--- src/rtl/hazard_pkg.sv ---
// Shared types, constants and the register-match helper for the hazard controller.
package hazard_pkg;

    localparam int unsigned REG_W_DEF  = 4;
    localparam int unsigned ADDR_MAX_W = 8;

    typedef enum logic [1:0] {
        RUN       = 2'b00,
        LOAD_WAIT = 2'b01,
        FLUSH     = 2'b10
    } state_t;

    typedef logic [1:0] fwd_sel_t;

    localparam fwd_sel_t FWD_RF  = 2'b00;
    localparam fwd_sel_t FWD_WB  = 2'b01;
    localparam fwd_sel_t FWD_MEM = 2'b10;

    // Register reference widened to a common address width so any REG_W fits.
    typedef struct packed {
        logic [ADDR_MAX_W-1:0] addr;
        logic                  vf;
    } reg_ref_t;

    // Scalar r0 is hard-wired zero and never matches; vector v0 is a real register.
    function automatic logic reg_match(input reg_ref_t src, input reg_ref_t dst,
                                       input logic dst_we);
        return dst_we && (src == dst) && (src.vf || (src.addr != '0));
    endfunction

endpackage

--- src/rtl/hazard_control_unit_if.sv ---
// Pipeline-side view of the hazard controller: stage tags in, selects and enables out.
interface hazard_control_unit_if
    import hazard_pkg::*;
#(
    parameter int unsigned REG_W = REG_W_DEF
) ();

    logic [REG_W-1:0] RS1_D;
    logic [REG_W-1:0] RS2_D;
    logic             Use1_D;
    logic             Use2_D;
    logic             VF_D;

    logic [REG_W-1:0] RS1_E;
    logic [REG_W-1:0] RS2_E;
    logic             VF_E;
    logic [REG_W-1:0] RD_E;
    logic             VFD_E;
    logic             RegW_E;
    logic             MemRd_E;

    logic [REG_W-1:0] RD_M;
    logic             VF_M;
    logic             RegW_M;

    logic [REG_W-1:0] RD_W;
    logic             VF_W;
    logic             RegW_W;

    logic             JmpSel_E;
    logic             mem_ready;

    fwd_sel_t         FwdA_E;
    fwd_sel_t         FwdB_E;
    logic             Stall_F;
    logic             Stall_D;
    logic             Flush_D;
    logic             Flush_E;
    logic             err;
    logic [1:0]       state_o;

    modport master (
        output RS1_D, RS2_D, Use1_D, Use2_D, VF_D,
        output RS1_E, RS2_E, VF_E, RD_E, VFD_E, RegW_E, MemRd_E,
        output RD_M, VF_M, RegW_M, RD_W, VF_W, RegW_W,
        output JmpSel_E, mem_ready,
        input  FwdA_E, FwdB_E, Stall_F, Stall_D, Flush_D, Flush_E, err, state_o
    );

    modport slave (
        input  RS1_D, RS2_D, Use1_D, Use2_D, VF_D,
        input  RS1_E, RS2_E, VF_E, RD_E, VFD_E, RegW_E, MemRd_E,
        input  RD_M, VF_M, RegW_M, RD_W, VF_W, RegW_W,
        input  JmpSel_E, mem_ready,
        output FwdA_E, FwdB_E, Stall_F, Stall_D, Flush_D, Flush_E, err, state_o
    );

endinterface

--- src/rtl/forward_unit.sv ---
// Combinational operand-forwarding select: MEM result beats WB result beats register file.
module forward_unit
    import hazard_pkg::*;
(
    input  reg_ref_t src_a,
    input  reg_ref_t src_b,
    input  reg_ref_t dst_m,
    input  logic     we_m,
    input  reg_ref_t dst_w,
    input  logic     we_w,
    output fwd_sel_t fwd_a_c,
    output fwd_sel_t fwd_b_c
);

    always_comb begin
        fwd_a_c = FWD_RF;
        fwd_b_c = FWD_RF;

        if (reg_match(src_a, dst_m, we_m)) begin
            fwd_a_c = FWD_MEM;
        end else if (reg_match(src_a, dst_w, we_w)) begin
            fwd_a_c = FWD_WB;
        end

        if (reg_match(src_b, dst_m, we_m)) begin
            fwd_b_c = FWD_MEM;
        end else if (reg_match(src_b, dst_w, we_w)) begin
            fwd_b_c = FWD_WB;
        end
    end

endmodule

--- src/rtl/hazard_control_unit.sv ---
// Hazard controller: forwarding selects, load-use stall sequencing and jump flush sequencing.
module hazard_control_unit
    import hazard_pkg::*;
#(
    parameter int unsigned REG_W     = REG_W_DEF,
    parameter int unsigned FLUSH_CYC = 2,
    parameter int unsigned LOAD_TO   = 15
) (
    input logic                  clk,
    input logic                  rst,
    hazard_control_unit_if.slave hif
);

    localparam int unsigned WCNT_W = (LOAD_TO > 0) ? $clog2(LOAD_TO + 1) : 1;
    localparam int unsigned FCNT_W = (FLUSH_CYC > 0) ? $clog2(FLUSH_CYC + 1) : 1;

    function automatic reg_ref_t to_ref(input logic [REG_W-1:0] a, input logic vf);
        return '{addr: ADDR_MAX_W'(a), vf: vf};
    endfunction

    state_t             state_q, state_d;
    logic [WCNT_W-1:0]  wcnt_q, wcnt_d;
    logic [FCNT_W-1:0]  fcnt_q, fcnt_d;
    logic               err_q, err_d;

    reg_ref_t src1_d, src2_d, dst_e;
    reg_ref_t src1_e, src2_e, dst_m, dst_w;
    fwd_sel_t fwd_a_c, fwd_b_c;
    logic     load_use_c;

    logic     stall_c, flush_d_c, flush_e_c;
    fwd_sel_t fwd_a_out_c, fwd_b_out_c;

    assign src1_d = to_ref(hif.RS1_D, hif.VF_D);
    assign src2_d = to_ref(hif.RS2_D, hif.VF_D);
    assign dst_e  = to_ref(hif.RD_E, hif.VFD_E);
    assign src1_e = to_ref(hif.RS1_E, hif.VF_E);
    assign src2_e = to_ref(hif.RS2_E, hif.VF_E);
    assign dst_m  = to_ref(hif.RD_M, hif.VF_M);
    assign dst_w  = to_ref(hif.RD_W, hif.VF_W);

    forward_unit u_fwd (
        .src_a   (src1_e),
        .src_b   (src2_e),
        .dst_m   (dst_m),
        .we_m    (hif.RegW_M),
        .dst_w   (dst_w),
        .we_w    (hif.RegW_W),
        .fwd_a_c (fwd_a_c),
        .fwd_b_c (fwd_b_c)
    );

    // A load in EX whose destination feeds a live decode source needs one or more bubbles.
    assign load_use_c = hif.MemRd_E &&
                        ((hif.Use1_D && reg_match(src1_d, dst_e, hif.RegW_E)) ||
                         (hif.Use2_D && reg_match(src2_d, dst_e, hif.RegW_E)));

    // State and counter registers.
    always_ff @(posedge clk or negedge rst) begin
        if (!rst) begin
            state_q <= RUN;
            wcnt_q  <= '0;
            fcnt_q  <= '0;
            err_q   <= 1'b0;
        end else begin
            state_q <= state_d;
            wcnt_q  <= wcnt_d;
            fcnt_q  <= fcnt_d;
            err_q   <= err_d;
        end
    end

    // Next-state and counter update.
    always_comb begin
        state_d = state_q;
        wcnt_d  = wcnt_q;
        fcnt_d  = fcnt_q;
        err_d   = err_q;

        unique case (state_q)
            RUN: begin
                if (hif.JmpSel_E) begin
                    if (FLUSH_CYC > 0) begin
                        state_d = FLUSH;
                        fcnt_d  = FCNT_W'(FLUSH_CYC - 1);
                    end
                end else if (load_use_c && !hif.mem_ready) begin
                    state_d = LOAD_WAIT;
                    wcnt_d  = '0;
                end
            end
            LOAD_WAIT: begin
                if (hif.mem_ready) begin
                    state_d = RUN;
                end else if (wcnt_q == WCNT_W'(LOAD_TO)) begin
                    err_d   = 1'b1;
                    state_d = RUN;
                end else begin
                    wcnt_d = wcnt_q + WCNT_W'(1);
                end
            end
            FLUSH: begin
                if (fcnt_q == '0) begin
                    state_d = RUN;
                end else begin
                    fcnt_d = fcnt_q - FCNT_W'(1);
                end
            end
            default: state_d = RUN;
        endcase
    end

    // Control outputs; everything is held quiet while reset is asserted.
    always_comb begin
        stall_c     = 1'b0;
        flush_d_c   = 1'b0;
        flush_e_c   = 1'b0;
        fwd_a_out_c = FWD_RF;
        fwd_b_out_c = FWD_RF;

        if (rst) begin
            fwd_a_out_c = fwd_a_c;
            fwd_b_out_c = fwd_b_c;
            unique case (state_q)
                RUN: begin
                    if (hif.JmpSel_E) begin
                        flush_d_c = 1'b1;
                        flush_e_c = 1'b1;
                    end else if (load_use_c) begin
                        stall_c   = 1'b1;
                        flush_e_c = 1'b1;
                    end
                end
                LOAD_WAIT: begin
                    stall_c   = 1'b1;
                    flush_e_c = 1'b1;
                end
                FLUSH: flush_d_c = 1'b1;
                default: ;
            endcase
        end
    end

    assign hif.FwdA_E  = fwd_a_out_c;
    assign hif.FwdB_E  = fwd_b_out_c;
    assign hif.Stall_F = stall_c;
    assign hif.Stall_D = stall_c;
    assign hif.Flush_D = flush_d_c;
    assign hif.Flush_E = flush_e_c;
    assign hif.err     = err_q;
    assign hif.state_o = state_q;

endmodule

--- src/flat_wrapper.sv ---
// flat-port wrapper written by rule: the top's interface ports become plain ports
module hazard_control_unit_flat import hazard_pkg::*;
#(
    parameter int unsigned REG_W     = REG_W_DEF,
    parameter int unsigned FLUSH_CYC = 2,
    parameter int unsigned LOAD_TO   = 15
)
  (clk, rst, hif_RS1_D, hif_RS2_D, hif_Use1_D, hif_Use2_D, hif_VF_D, hif_RS1_E, hif_RS2_E, hif_VF_E, hif_RD_E, hif_VFD_E, hif_RegW_E, hif_MemRd_E, hif_RD_M, hif_VF_M, hif_RegW_M, hif_RD_W, hif_VF_W, hif_RegW_W, hif_JmpSel_E, hif_mem_ready, hif_FwdA_E, hif_FwdB_E, hif_Stall_F, hif_Stall_D, hif_Flush_D, hif_Flush_E, hif_err, hif_state_o);
  hazard_control_unit_if #(.REG_W(REG_W)) hif_i ();
  input logic clk;
  input logic rst;
  input wire logic [$bits(hif_i.RS1_D)-1:0] hif_RS1_D;
  input wire logic [$bits(hif_i.RS2_D)-1:0] hif_RS2_D;
  input wire logic [$bits(hif_i.Use1_D)-1:0] hif_Use1_D;
  input wire logic [$bits(hif_i.Use2_D)-1:0] hif_Use2_D;
  input wire logic [$bits(hif_i.VF_D)-1:0] hif_VF_D;
  input wire logic [$bits(hif_i.RS1_E)-1:0] hif_RS1_E;
  input wire logic [$bits(hif_i.RS2_E)-1:0] hif_RS2_E;
  input wire logic [$bits(hif_i.VF_E)-1:0] hif_VF_E;
  input wire logic [$bits(hif_i.RD_E)-1:0] hif_RD_E;
  input wire logic [$bits(hif_i.VFD_E)-1:0] hif_VFD_E;
  input wire logic [$bits(hif_i.RegW_E)-1:0] hif_RegW_E;
  input wire logic [$bits(hif_i.MemRd_E)-1:0] hif_MemRd_E;
  input wire logic [$bits(hif_i.RD_M)-1:0] hif_RD_M;
  input wire logic [$bits(hif_i.VF_M)-1:0] hif_VF_M;
  input wire logic [$bits(hif_i.RegW_M)-1:0] hif_RegW_M;
  input wire logic [$bits(hif_i.RD_W)-1:0] hif_RD_W;
  input wire logic [$bits(hif_i.VF_W)-1:0] hif_VF_W;
  input wire logic [$bits(hif_i.RegW_W)-1:0] hif_RegW_W;
  input wire logic [$bits(hif_i.JmpSel_E)-1:0] hif_JmpSel_E;
  input wire logic [$bits(hif_i.mem_ready)-1:0] hif_mem_ready;
  output wire logic [$bits(hif_i.FwdA_E)-1:0] hif_FwdA_E;
  output wire logic [$bits(hif_i.FwdB_E)-1:0] hif_FwdB_E;
  output wire logic [$bits(hif_i.Stall_F)-1:0] hif_Stall_F;
  output wire logic [$bits(hif_i.Stall_D)-1:0] hif_Stall_D;
  output wire logic [$bits(hif_i.Flush_D)-1:0] hif_Flush_D;
  output wire logic [$bits(hif_i.Flush_E)-1:0] hif_Flush_E;
  output wire logic [$bits(hif_i.err)-1:0] hif_err;
  output wire logic [$bits(hif_i.state_o)-1:0] hif_state_o;
  assign hif_i.RS1_D = hif_RS1_D;
  assign hif_i.RS2_D = hif_RS2_D;
  assign hif_i.Use1_D = hif_Use1_D;
  assign hif_i.Use2_D = hif_Use2_D;
  assign hif_i.VF_D = hif_VF_D;
  assign hif_i.RS1_E = hif_RS1_E;
  assign hif_i.RS2_E = hif_RS2_E;
  assign hif_i.VF_E = hif_VF_E;
  assign hif_i.RD_E = hif_RD_E;
  assign hif_i.VFD_E = hif_VFD_E;
  assign hif_i.RegW_E = hif_RegW_E;
  assign hif_i.MemRd_E = hif_MemRd_E;
  assign hif_i.RD_M = hif_RD_M;
  assign hif_i.VF_M = hif_VF_M;
  assign hif_i.RegW_M = hif_RegW_M;
  assign hif_i.RD_W = hif_RD_W;
  assign hif_i.VF_W = hif_VF_W;
  assign hif_i.RegW_W = hif_RegW_W;
  assign hif_i.JmpSel_E = hif_JmpSel_E;
  assign hif_i.mem_ready = hif_mem_ready;
  assign hif_FwdA_E = hif_i.FwdA_E;
  assign hif_FwdB_E = hif_i.FwdB_E;
  assign hif_Stall_F = hif_i.Stall_F;
  assign hif_Stall_D = hif_i.Stall_D;
  assign hif_Flush_D = hif_i.Flush_D;
  assign hif_Flush_E = hif_i.Flush_E;
  assign hif_err = hif_i.err;
  assign hif_state_o = hif_i.state_o;
  hazard_control_unit #(.REG_W(REG_W), .FLUSH_CYC(FLUSH_CYC), .LOAD_TO(LOAD_TO)) u_core (.clk(clk), .rst(rst), .hif(hif_i));
endmodule
--- config.mk ---
export PLATFORM = sky130hd
export DESIGN_NAME = hazard_control_unit_flat
export DESIGN_NICKNAME = d
export VERILOG_FILES = /design/src/rtl/hazard_pkg.sv /design/src/rtl/hazard_control_unit_if.sv /design/src/rtl/forward_unit.sv /design/src/rtl/hazard_control_unit.sv /design/src/flat_wrapper.sv
export SDC_FILE = /design/constraint.sdc
export NUM_CORES = 1
export LEC_CHECK = 0
export BUFFER_PORTS_ARGS = -buffer_cell sky130_fd_sc_hd__buf_2
export CORE_ASPECT_RATIO = 1.25
export CORE_MARGIN = 2
export CORE_UTILIZATION = 47
export DETAILED_ROUTE_END_ITERATION = 8
export HOLD_SLACK_MARGIN = 0.02
export PLACE_DENSITY = 0.85
export SLEW_MARGIN = 20
export SYNTH_ARGS = -nofsm -noshare
export SYNTH_HDL_FRONTEND = slang
export SYNTH_SLANG_ARGS = --single-unit
--- constraint.sdc ---
create_clock -name clk -period 3 [get_ports clk]
set_input_delay 0 -clock clk [delete_from_list [all_inputs] [get_ports clk]]
set_output_delay 0 -clock clk [all_outputs]
set_load 0.005 [all_outputs]
==> flow_metrics.py <==
metrics = {
    "place": {
        "place_area_mm2": 0.001205,
        "port_buffers": 53,
        "placedCellCount": 185,
        "dp_hpwl_um": 2007,
        "finalWeightedCongestion": 0.7613,
    },
    "floorplanning": {
        "die_h_um": 53.76,
        "die_w_um": 43.81,
        "io_pins": 54,
        "die_area_mm2": 0.002355,
        "core_area_mm2": 0.001914,
        "num_rows": 18,
        "start_util": 0.4863,
    },
    "sta": {
        "rsz0062_at_grt": "no",
        "max_freq_mhz": 604.3,
        "fin_crit_ps": 1655,
        "finClkSkew_ps": 6.918,
        "slew_violations": 0,
        "hold_viol": 0,
        "whs_ps": 89.85,
        "relSlewSlack": 0.6823,
        "tightestPinTransition_ps": 473.0,
        "setup_violations": 0,
        "timing.setup.tns_ps": 0,
        "finalCritPeriodShare": 0.5516,
    },
    "route": {
        "drt-pass1-iter-count": 4,
        "finalWirelength_um": 2266,
        "drt_iter0_drc": 9,
        "ant_nets": 0,
        "wl_per_cell_um": 11.93,
        "vias_per_cell": 5.458,
        "drc": 0,
        "vias": 1037,
    },
    "setup_path": {
        "crit_path_max_fanout": 12,
        "start_kind": "register",
        "crit_chain": "nor2b_1 > a211oi_2 > o21ai_1 > or4_1 > o21ai_1",
        "cp_data_arrival_time_ps": 1840,
        "endpoint_kind": "register",
        "worstPathRequired_ps": 3180,
        "critPathKind": "reg2reg",
        "slowest_delay_ps": 550,
        "crit_slowest_cell": "dfrtp_1",
        "cpMostUsedCell": "o21ai_1",
    },
    "yosys": {
        "synth_edf_count": 0,
        "syn-instance-count": 115,
        "yosys.area.top_type": "dfrtp_1",
        "synthAdderAreaFrac": 0.02688,
        "synth.area.top_cells": "dfrtp_1 24%, xnor2_1 24%, nor2_1 4.4%, nand4_1 4.0%, or4_1 4.0%",
        "yosys-top-cells-count": "25 x xnor2_1, 11 x nor2_1, 9 x dfrtp_1",
        "synth.top_cell.area_share": 0.2419,
        "synthesis.nets": 160,
        "yosys.cell_types.count": 33,
        "ys_ff_latch": 9,
        "yosys.area_share.xor_xnor": 0.2352,
        "synth_seq_area_share": 0.2419,
        "synth_flop_cell": "dfrtp_1",
        "muxShareOfSynthArea": 0.01075,
        "synth-simple-area-share": 0.3038,
        "avgSynthCellArea_um2": 8.095,
        "yosysMostFrequentCell": "xnor2_1",
        "async_flop_share": 1.000,
        "syn-cell-area_um2": 930.9,
        "synth_top_family_by_area": "simple AND/OR/NAND/NOR gates",
        "synth-compound-area-share": 0.1559,
        "ys_warn_count": 0,
    },
    "cts": {
        "clock_latency_ps": 250,
        "clkSlewWorstSetupHoldPaths_ps": 60,
        "htreeDepth": 1,
        "cts.sinks": 9,
        "cts_buffers": 3,
        "clockRootBuffer": "clkbuf_4",
        "clockBufferDepth": 2,
        "cts_tree": "yes",
    },
    "flow_run": {
        "max_cap_violations": 0,
    },
    "min_path": {
        "worst_hold_path_type": "in2reg",
    },
    "finish": {
        "final_area_mm2": 0.001241,
        "stdcell_count": 190,
        "fin_nets": 216,
        "diodes": 0,
        "area_growth_pct": 33.33,
        "drive_above_1_share": 0.3412,
    },
    "global_route": {
        "grt_pass1_wl_um": 3684,
        "grt_max_degree": 15,
        "grt_overflow": 0,
        "track_usage": 0.2043,
        "antenna_found_initial": 0,
        "grt_pass1_vias": 974,
    },
    "power_and_ir_drop": {
        "powerDensity_mw_per_mm2": 528.0,
        "power.total_uw": 655.4,
        "ir_drop_mv": 0.2835,
        "leakagePower_uw": 0.0005442,
    },
    "outcome": {
        "status": "finished, final reports clean",
    },
}
-- cell type report --
type | instances | area (um^2)
Tap cell | 20 | 25.02
Inverter | 2 | 7.507
Timing Repair Buffer | 54 | 275.3
Sequential cell | 9 | 225.2
Fill cell | 156 | 673.1
Multi-Input combinational cell | 101 | 681.9
Clock buffer | 4 | 26.28
-- what timing repair did --
| action | 4_1_cts | 5_1_grt |
|---|---|---|
| endpoints found under the hold margin | 9 | 0 |
| buffers inserted | 0 | 0 |
| hold buffers | 1 | 0 |
| resized for setup | 0 | 0 |
-- report_power, final --
group / switching, uW / internal, uW / total (uW)
Combinational: 162 / 163 / 325
Sequential: 66.5 / 173 / 239
Clock: 40.3 / 51.1 / 91.4
Total: 269 / 387 / 655
-- cell families (layout without fill, tap and decap cells) --
family,after synthesis,in the layout
xor gates and xnor gates,25,25
DFF,9,9
and+or+nand+nor,51,51
muxes,1,1
AOI/OAI and AO/OA,22,22
buffers and inverters,5,60
adders and majority gates,2,2
-- path summary, 6_finish.rpt --
check | start | endpoint | slack [ps] | depth (start not counted)
setup reg to reg | u_core.hif.state_o[0] | u_core.hif.state_o[0] | 1350 | 5
hold / removal | hif_mem_ready | u_core.hif.state_o[0] | 90 | 3
max in group asynchronous | rst | u_core.hif.state_o[1] | 2640 | 2
min in group asynchronous | rst | u_core.fcnt_q[0] | 140 | 2
setup / recovery | u_core.hif.state_o[0] | u_core.hif.state_o[0] | 1350 | 5
hold reg to reg | u_core.hif.err | u_core.hif.err | 470 | 1
-- flip-flops by register name (all words and copies together) (netlist names) --
name and count:
u_core.fcnt_q 2, u_core.hif.err 1, u_core.hif.state_o 2, u_core.wcnt_q 4
-- worst max-delay path: cells and delay by family, from the launching register on --
family          cells  cell delay [ps]
flops               1              550
simple gates        2              520
compound gates      3              520
-- layer usage --
layer / GRT usage / routed length (um) / vias up
met4: 0.1212 / 50 / 0
met1: 0.2347 / 904 / 473
li1: - / - / 526
met2: 0.3627 / 1195 / 32
met3: 0.02013 / 116 / 6
met5: 0 / 0 / -
-- layout by cell type (no fill, tap or decap), types with 2 or more instances in the layout --
| master | count |
|---|---|
| a21o_1 | 2 |
| a21oi_1 | 4 |
| a31oi_1 | 2 |
| and2_1 | 5 |
| buf_2 | 53 |
| clkbuf_4 | 3 |
| dfrtp_1 | 9 |
| ha_1 | 2 |
| inv_1 | 2 |
| nand2_1 | 4 |
| nand2b_1 | 3 |
| nand3_1 | 4 |
| nand4_1 | 6 |
| nor2_1 | 11 |
| nor2b_1 | 3 |
| nor3_1 | 5 |
| nor4_1 | 2 |
| o21ai_0 | 3 |
| o21ai_1 | 4 |
| or4_1 | 5 |
| xnor2_1 | 25 |
-- metrics by stage --
step	setup slack (ps)	utilization
2_1_floorplan	1556	-
4_1_cts	1351	0.6484
3_5_place_dp	1376	0.6294
6_report	1345	0.6484
3_3_place_gp	1446	0.6294
5_1_grt	1243	0.6484
No activity file was read; power rests on OpenSTA's default activity.
